==> src/rtl/tt_um_xor_spi_decrypt.sv <==
// SPI mode-0 (MSB first) serial receiver that XOR-decrypts each byte with KEY.
// Latency: plaintext and valid pulse appear SYNC_STAGES+1 clk after the physical 8th SCLK rise.
// Backpressure: none; the byte_valid pulse is one cycle wide and the data is held until the next byte.
module tt_um_xor_spi_decrypt #(
   parameter logic [7:0] KEY         = 8'hBE,
   parameter int         SYNC_STAGES = 2
) (
   input  logic       clk,
   input  logic       rst_n,
   input  logic       ena,
   input  logic [7:0] ui_in,
   output logic [7:0] uo_out,
   input  logic [7:0] uio_in,
   output logic [7:0] uio_out,
   output logic [7:0] uio_oe
);

   typedef enum logic [0:0] {
      ST_IDLE  = 1'b0,
      ST_SHIFT = 1'b1
   } state_t;

   // Synchronizer chains, all of equal depth so SCLK and MOSI stay aligned.
   logic [SYNC_STAGES-1:0] r_sclk_sync;
   logic [SYNC_STAGES-1:0] r_mosi_sync;
   logic [SYNC_STAGES-1:0] r_csn_sync;
   // Marks when the chains hold real post-reset samples rather than reset values.
   logic [SYNC_STAGES-1:0] r_fill;
   logic                   r_sclk_prev;
   // Set once CS_N has genuinely been seen high; a frame may only start when armed.
   logic                   r_cs_armed;

   logic                   w_sclk_s;
   logic                   w_mosi_s;
   logic                   w_csn_s;
   logic                   w_sclk_rise;
   logic                   w_fill_done;
   logic                   w_start;

   state_t                 r_state;
   state_t                 w_state_nxt;

   logic [7:0]             r_shift;
   logic [7:0]             w_shift_nxt;
   logic [2:0]             r_bit_cnt;
   logic [2:0]             w_bit_cnt_nxt;
   logic [5:0]             r_byte_cnt;
   logic [5:0]             w_byte_cnt_nxt;
   logic [7:0]             r_data;
   logic [7:0]             w_data_nxt;
   logic                   r_valid;
   logic                   w_valid_nxt;
   logic [7:0]             w_shift_in;

   // Inputs that have no function in this design.
   logic                   w_unused;
   assign w_unused = &{1'b0, ena, uio_in, ui_in[7:3]};

   assign w_sclk_s    = r_sclk_sync[SYNC_STAGES-1];
   assign w_mosi_s    = r_mosi_sync[SYNC_STAGES-1];
   assign w_csn_s     = r_csn_sync[SYNC_STAGES-1];
   assign w_fill_done = r_fill[SYNC_STAGES-1];
   assign w_sclk_rise = w_sclk_s & ~r_sclk_prev;
   assign w_shift_in  = {r_shift[6:0], w_mosi_s};

   // A frame starts only after CS_N was observed high, so a frame already in
   // progress when reset is released is ignored until CS_N goes high then low.
   assign w_start = (r_state == ST_IDLE) && r_cs_armed && !w_csn_s;

   // Input synchronizers, SCLK edge history and the frame-start arming flag.
   always_ff @(posedge clk or negedge rst_n) begin
      if (!rst_n) begin
         r_sclk_sync <= '0;
         r_mosi_sync <= '0;
         r_csn_sync  <= '1;
         r_fill      <= '0;
         r_sclk_prev <= 1'b0;
         r_cs_armed  <= 1'b0;
      end else begin
         r_sclk_sync <= {r_sclk_sync[SYNC_STAGES-2:0], ui_in[0]};
         r_mosi_sync <= {r_mosi_sync[SYNC_STAGES-2:0], ui_in[1]};
         r_csn_sync  <= {r_csn_sync[SYNC_STAGES-2:0], ui_in[2]};
         r_fill      <= {r_fill[SYNC_STAGES-2:0], 1'b1};
         r_sclk_prev <= w_sclk_s;
         if (w_start) begin
            r_cs_armed <= 1'b0;
         end else if (w_fill_done && w_csn_s) begin
            r_cs_armed <= 1'b1;
         end
      end
   end

   // FSM state register.
   always_ff @(posedge clk or negedge rst_n) begin
      if (!rst_n) begin
         r_state <= ST_IDLE;
      end else begin
         r_state <= w_state_nxt;
      end
   end

   // Next-state and datapath next values: shift on SCLK rise, complete a byte on the
   // 8th bit, and leave the frame when CS_N is high (after completing a same-cycle byte).
   always_comb begin
      w_state_nxt    = r_state;
      w_shift_nxt    = r_shift;
      w_bit_cnt_nxt  = r_bit_cnt;
      w_byte_cnt_nxt = r_byte_cnt;
      w_data_nxt     = r_data;
      w_valid_nxt    = 1'b0;
      case (r_state)
         ST_IDLE: begin
            if (w_start) begin
               w_state_nxt    = ST_SHIFT;
               w_shift_nxt    = 8'h00;
               w_bit_cnt_nxt  = 3'd0;
               w_byte_cnt_nxt = 6'd0;
            end
         end
         ST_SHIFT: begin
            if (w_sclk_rise) begin
               w_shift_nxt = w_shift_in;
               if (r_bit_cnt == 3'd7) begin
                  w_data_nxt     = w_shift_in ^ KEY;
                  w_valid_nxt    = 1'b1;
                  w_byte_cnt_nxt = r_byte_cnt + 6'd1;
                  w_bit_cnt_nxt  = 3'd0;
               end else begin
                  w_bit_cnt_nxt = r_bit_cnt + 3'd1;
               end
            end
            if (w_csn_s) begin
               w_state_nxt = ST_IDLE;
            end
         end
         default: begin
            w_state_nxt = ST_IDLE;
         end
      endcase
   end

   // Datapath registers; partial bytes are simply dropped at frame end.
   always_ff @(posedge clk or negedge rst_n) begin
      if (!rst_n) begin
         r_shift    <= 8'h00;
         r_bit_cnt  <= 3'd0;
         r_byte_cnt <= 6'd0;
         r_data     <= 8'h00;
         r_valid    <= 1'b0;
      end else begin
         r_shift    <= w_shift_nxt;
         r_bit_cnt  <= w_bit_cnt_nxt;
         r_byte_cnt <= w_byte_cnt_nxt;
         r_data     <= w_data_nxt;
         r_valid    <= w_valid_nxt;
      end
   end

   assign uo_out  = r_data;
   assign uio_out = {r_byte_cnt, (r_state == ST_SHIFT), r_valid};
   assign uio_oe  = 8'hFF;

endmodule

==> config.mk <==
export PLATFORM = sky130hd
export DESIGN_NAME = tt_um_xor_spi_decrypt
export DESIGN_NICKNAME = d
export VERILOG_FILES = /design/src/rtl/tt_um_xor_spi_decrypt.sv
export SDC_FILE = /design/constraint.sdc
export NUM_CORES = 1
export LEC_CHECK = 0
export CAP_MARGIN = 20
export CORE_MARGIN = 8
export CORE_UTILIZATION = 45
export DETAILED_ROUTE_END_ITERATION = 8
export HOLD_SLACK_MARGIN = 0.1
export PLACE_DENSITY_LB_ADDON = 0.08
export SLEW_MARGIN = 10
export SYNTH_ARGS = -nofsm -noshare
export SYNTH_HDL_FRONTEND = slang
export SYNTH_SLANG_ARGS = --single-unit
==> constraint.sdc <==
create_clock -name clk -period 2.2 [get_ports clk]
set_input_delay 0.66 -clock clk [delete_from_list [all_inputs] [get_ports clk]]
set_output_delay 0.66 -clock clk [all_outputs]
set_load 0.005 [all_outputs]
==> metrics.yaml <==
run_status:
  outcome: "complete, no violations"
sta:
  clock_skew_ps: 11.63
  fin_crit_ps: 2049
  drv_slew: 0
  setup_violations: 0
  period_share_pct: 93.14
  hold_viol_final: 0
  setup_tns_ps: 0
  clock.fmax_mhz: 488.0
  rsz0062_at_grt: "no"
power_and_ir_drop:
  pwr-share-seq_pct: 65.0
  p_total_w: 0.001084
  internal-power_w: 0.0008329
  comb_power_share_pct: 6.1
  pwr-share-clk_pct: 29.0
  swShare_pct: 23.15
  power_leakage_nw: 0.7951
  power_density_nw_per_um2: 653.7
  vdd_drop_max_mv: 0.4304
  power.net_switching_w: 0.0002509
layout:
  final_net_count: 158
  layoutNonFillerInstCount: 168
  final_cell_area_um2: 1658
  final_common_cell: "dfrtp_1"
  area_delta_synth_final_pct: 17.99
  drive_above_1_share_pct: 11.11
  mostFrequentLayoutCells: "dfrtp_1, clkdlybuf4s50_1, a22o_1"
  fillCellCount: 274
  diodes: 0
  fin_util_pct: 55.21
floorplan:
  io_pins: 43
  floorplan.initialDensity_pct: 46.79
  coreArea_um2: 3003
  die_h_um: 71.88
  die_width_um: 71.88
  die_area_um2: 5167
  row_count: 20
route:
  first_pass_iters: 4
  postRouteAntennaNets: 0
  wl_per_cell_um: 13.59
  vias_per_cell: 5.143
  drtIter0Drc: 47
  routed_wirelength_um: 2283
  num_vias: 864
  drc: 0
clocking:
  postCtsHoldBufs: 0
  numClockSinks: 36
  clk_pin_slew_worst_paths_ps: 100
  cts-root-buf: "clkbuf_4"
  cts_max_level: 2
  tritoncts: "built"
  cts_resized: 0
  cts_buffer_depth: 2
  post_cts_buffers: 0
  clock_latency_ps: 330
  numCtsBuffers: 5
critical_path:
  cp_cell_sequence: "clkdlybuf4s50_1"
  crit_family: "buffers and inverters"
  required_ps: 1540
  path_class: "flop to output port"
  cp_num_cells: 1
  cpPeakStageDelay_ps: 560
  endpoint_kind: "output port"
  cp_slowest_cell: "clkdlybuf4s50_1"
  worst-path-buf-inv: 1
  rr_worst_depth: 5
  crit_fanout: 9
  crit_arrival_ps: 1390
  reg2reg_slack_ps: 460
  critPathLaunchType: "flop"
placement:
  gp_routability_congestion: 0.6688
  dp_hpwl_um: 1591
  dpl_cell_area_um2: 1612
  dp_cells: 161
  port_buffers: 20
worst_hold_path:
  hp-class: "flop to flop"
  hold-path-cell-count: 0
synthesis:
  synth_top_cell_area_share_pct: 60.55
  ys_seq_area_share_pct: 64.29
  ys_ff_latch: 36
  synthTopCellsByArea: "dfrtp_1, a22o_1, buf_4, dfstp_2, ha_1"
  synth_largest_area_cell: "dfrtp_1"
  yosysUniqueCellTypes: 28
  synth_area_um2: 1405
  avgSynthCellArea_um2: 12.77
  yosys_warnings: 0
  syn-instance-count: 110
grt:
  track_usage_pct: 9.760
  grt_pass1_vias: 861
  grt_max_degree: 37
  grt_first_pass_wirelength_um: 3836
  antenna_found_initial: 0
  grt_overflow: 0
flow_run:
  cap_violations: 0
-- cell families after synthesis --
| group | share of synthesized area [%] |
|---|---|
| DFF | 64.29 |
| buffers and inverters | 6.768 |
| and+or+nand+nor | 10.15 |
| AOI/OAI and AO/OA | 12.64 |
| adders and majority gates | 3.562 |
| other | 0.2669 |
| muxes | 2.315 |
-- cell type report --
type	count	area, um^2	share of cell area [%]
Tap cell	33	41.29	2.491
Clock inverter	1	5.005	0.3019
Sequential cell	36	903.4	54.49
Inverter	2	7.507	0.4528
Clock buffer	6	41.29	2.491
Multi-Input combinational cell	67	436.7	26.34
Timing Repair Buffer	23	222.7	13.43
-- registers in the layout (all words and copies together) (netlist names) --
| name | flops |
|---|---|
| uo_out | 8 |
| r_shift | 7 |
| r_byte_cnt | 6 |
| r_bit_cnt | 3 |
| r_csn_sync | 2 |
| r_fill | 2 |
| r_mosi_sync | 2 |
| r_sclk_sync | 2 |
| r_cs_armed | 1 |
| r_sclk_prev | 1 |
| r_state | 1 |
| r_valid | 1 |
-- per-layer routing --
| layer | share of wire (%) | track usage (%) | vias up |
|---|---|---|---|
| met5 | 0 | 0 | - |
| met4 | 0.79 | 4.082 | 0 |
| met3 | 8.4 | 5.858 | 2 |
| met2 | 45 | 14.57 | 26 |
| met1 | 46 | 10.98 | 421 |
| li1 | - | - | 415 |
-- path summary, 6_finish.rpt --
kind / startpoint / endpoint
max: r_state / uio_out[1]
min: r_fill[0] / r_fill[1]
max reg2reg: r_bit_cnt[0] / r_byte_cnt[5]
min reg2reg: r_fill[0] / r_fill[1]
max in group asynchronous: rst_n / r_csn_sync[1]
min in group asynchronous: rst_n / uo_out[4]
-- through the flow --
step / setup slack (ps) / hold slack [ps]
floorplan: 614.9 / 331.2
global placement: 507.4 / 333.7
detailed placement: 480.8 / 335.8
CTS: 123.4 / 357.9
global route: 97.36 / 362.5
finish: 151.0 / 353.3
-- power by group through the flow --
stage	Combinational (W)	Clock [W]	Sequential [W]
floorplan	0.0000468	0	0.000712
global placement	0.0000648	0	0.000716
detailed placement	0.0000663	0	0.000718
CTS	0.0000669	0.000331	0.000704
global route	0.0000742	0.000352	0.000707
finish	0.0000656	0.000314	0.000704
-- cell usage after synthesis, drive strengths merged --
master,n
dfrtp,34
buf,11
a22o,10
nand2,8
o21ai,8
a21oi,5
nor2,5
ha,4
nor3b,3
clkbuf,2
dfstp,2
inv,2
mux2,2
nand4b,2
or3,2
a21o,1
a32o,1
and3b,1
conb,1
mux2i,1
nand2b,1
nand3,1
nor3,1
o31ai,1
or4,1
No activity file was read; power rests on OpenSTA's default activity.
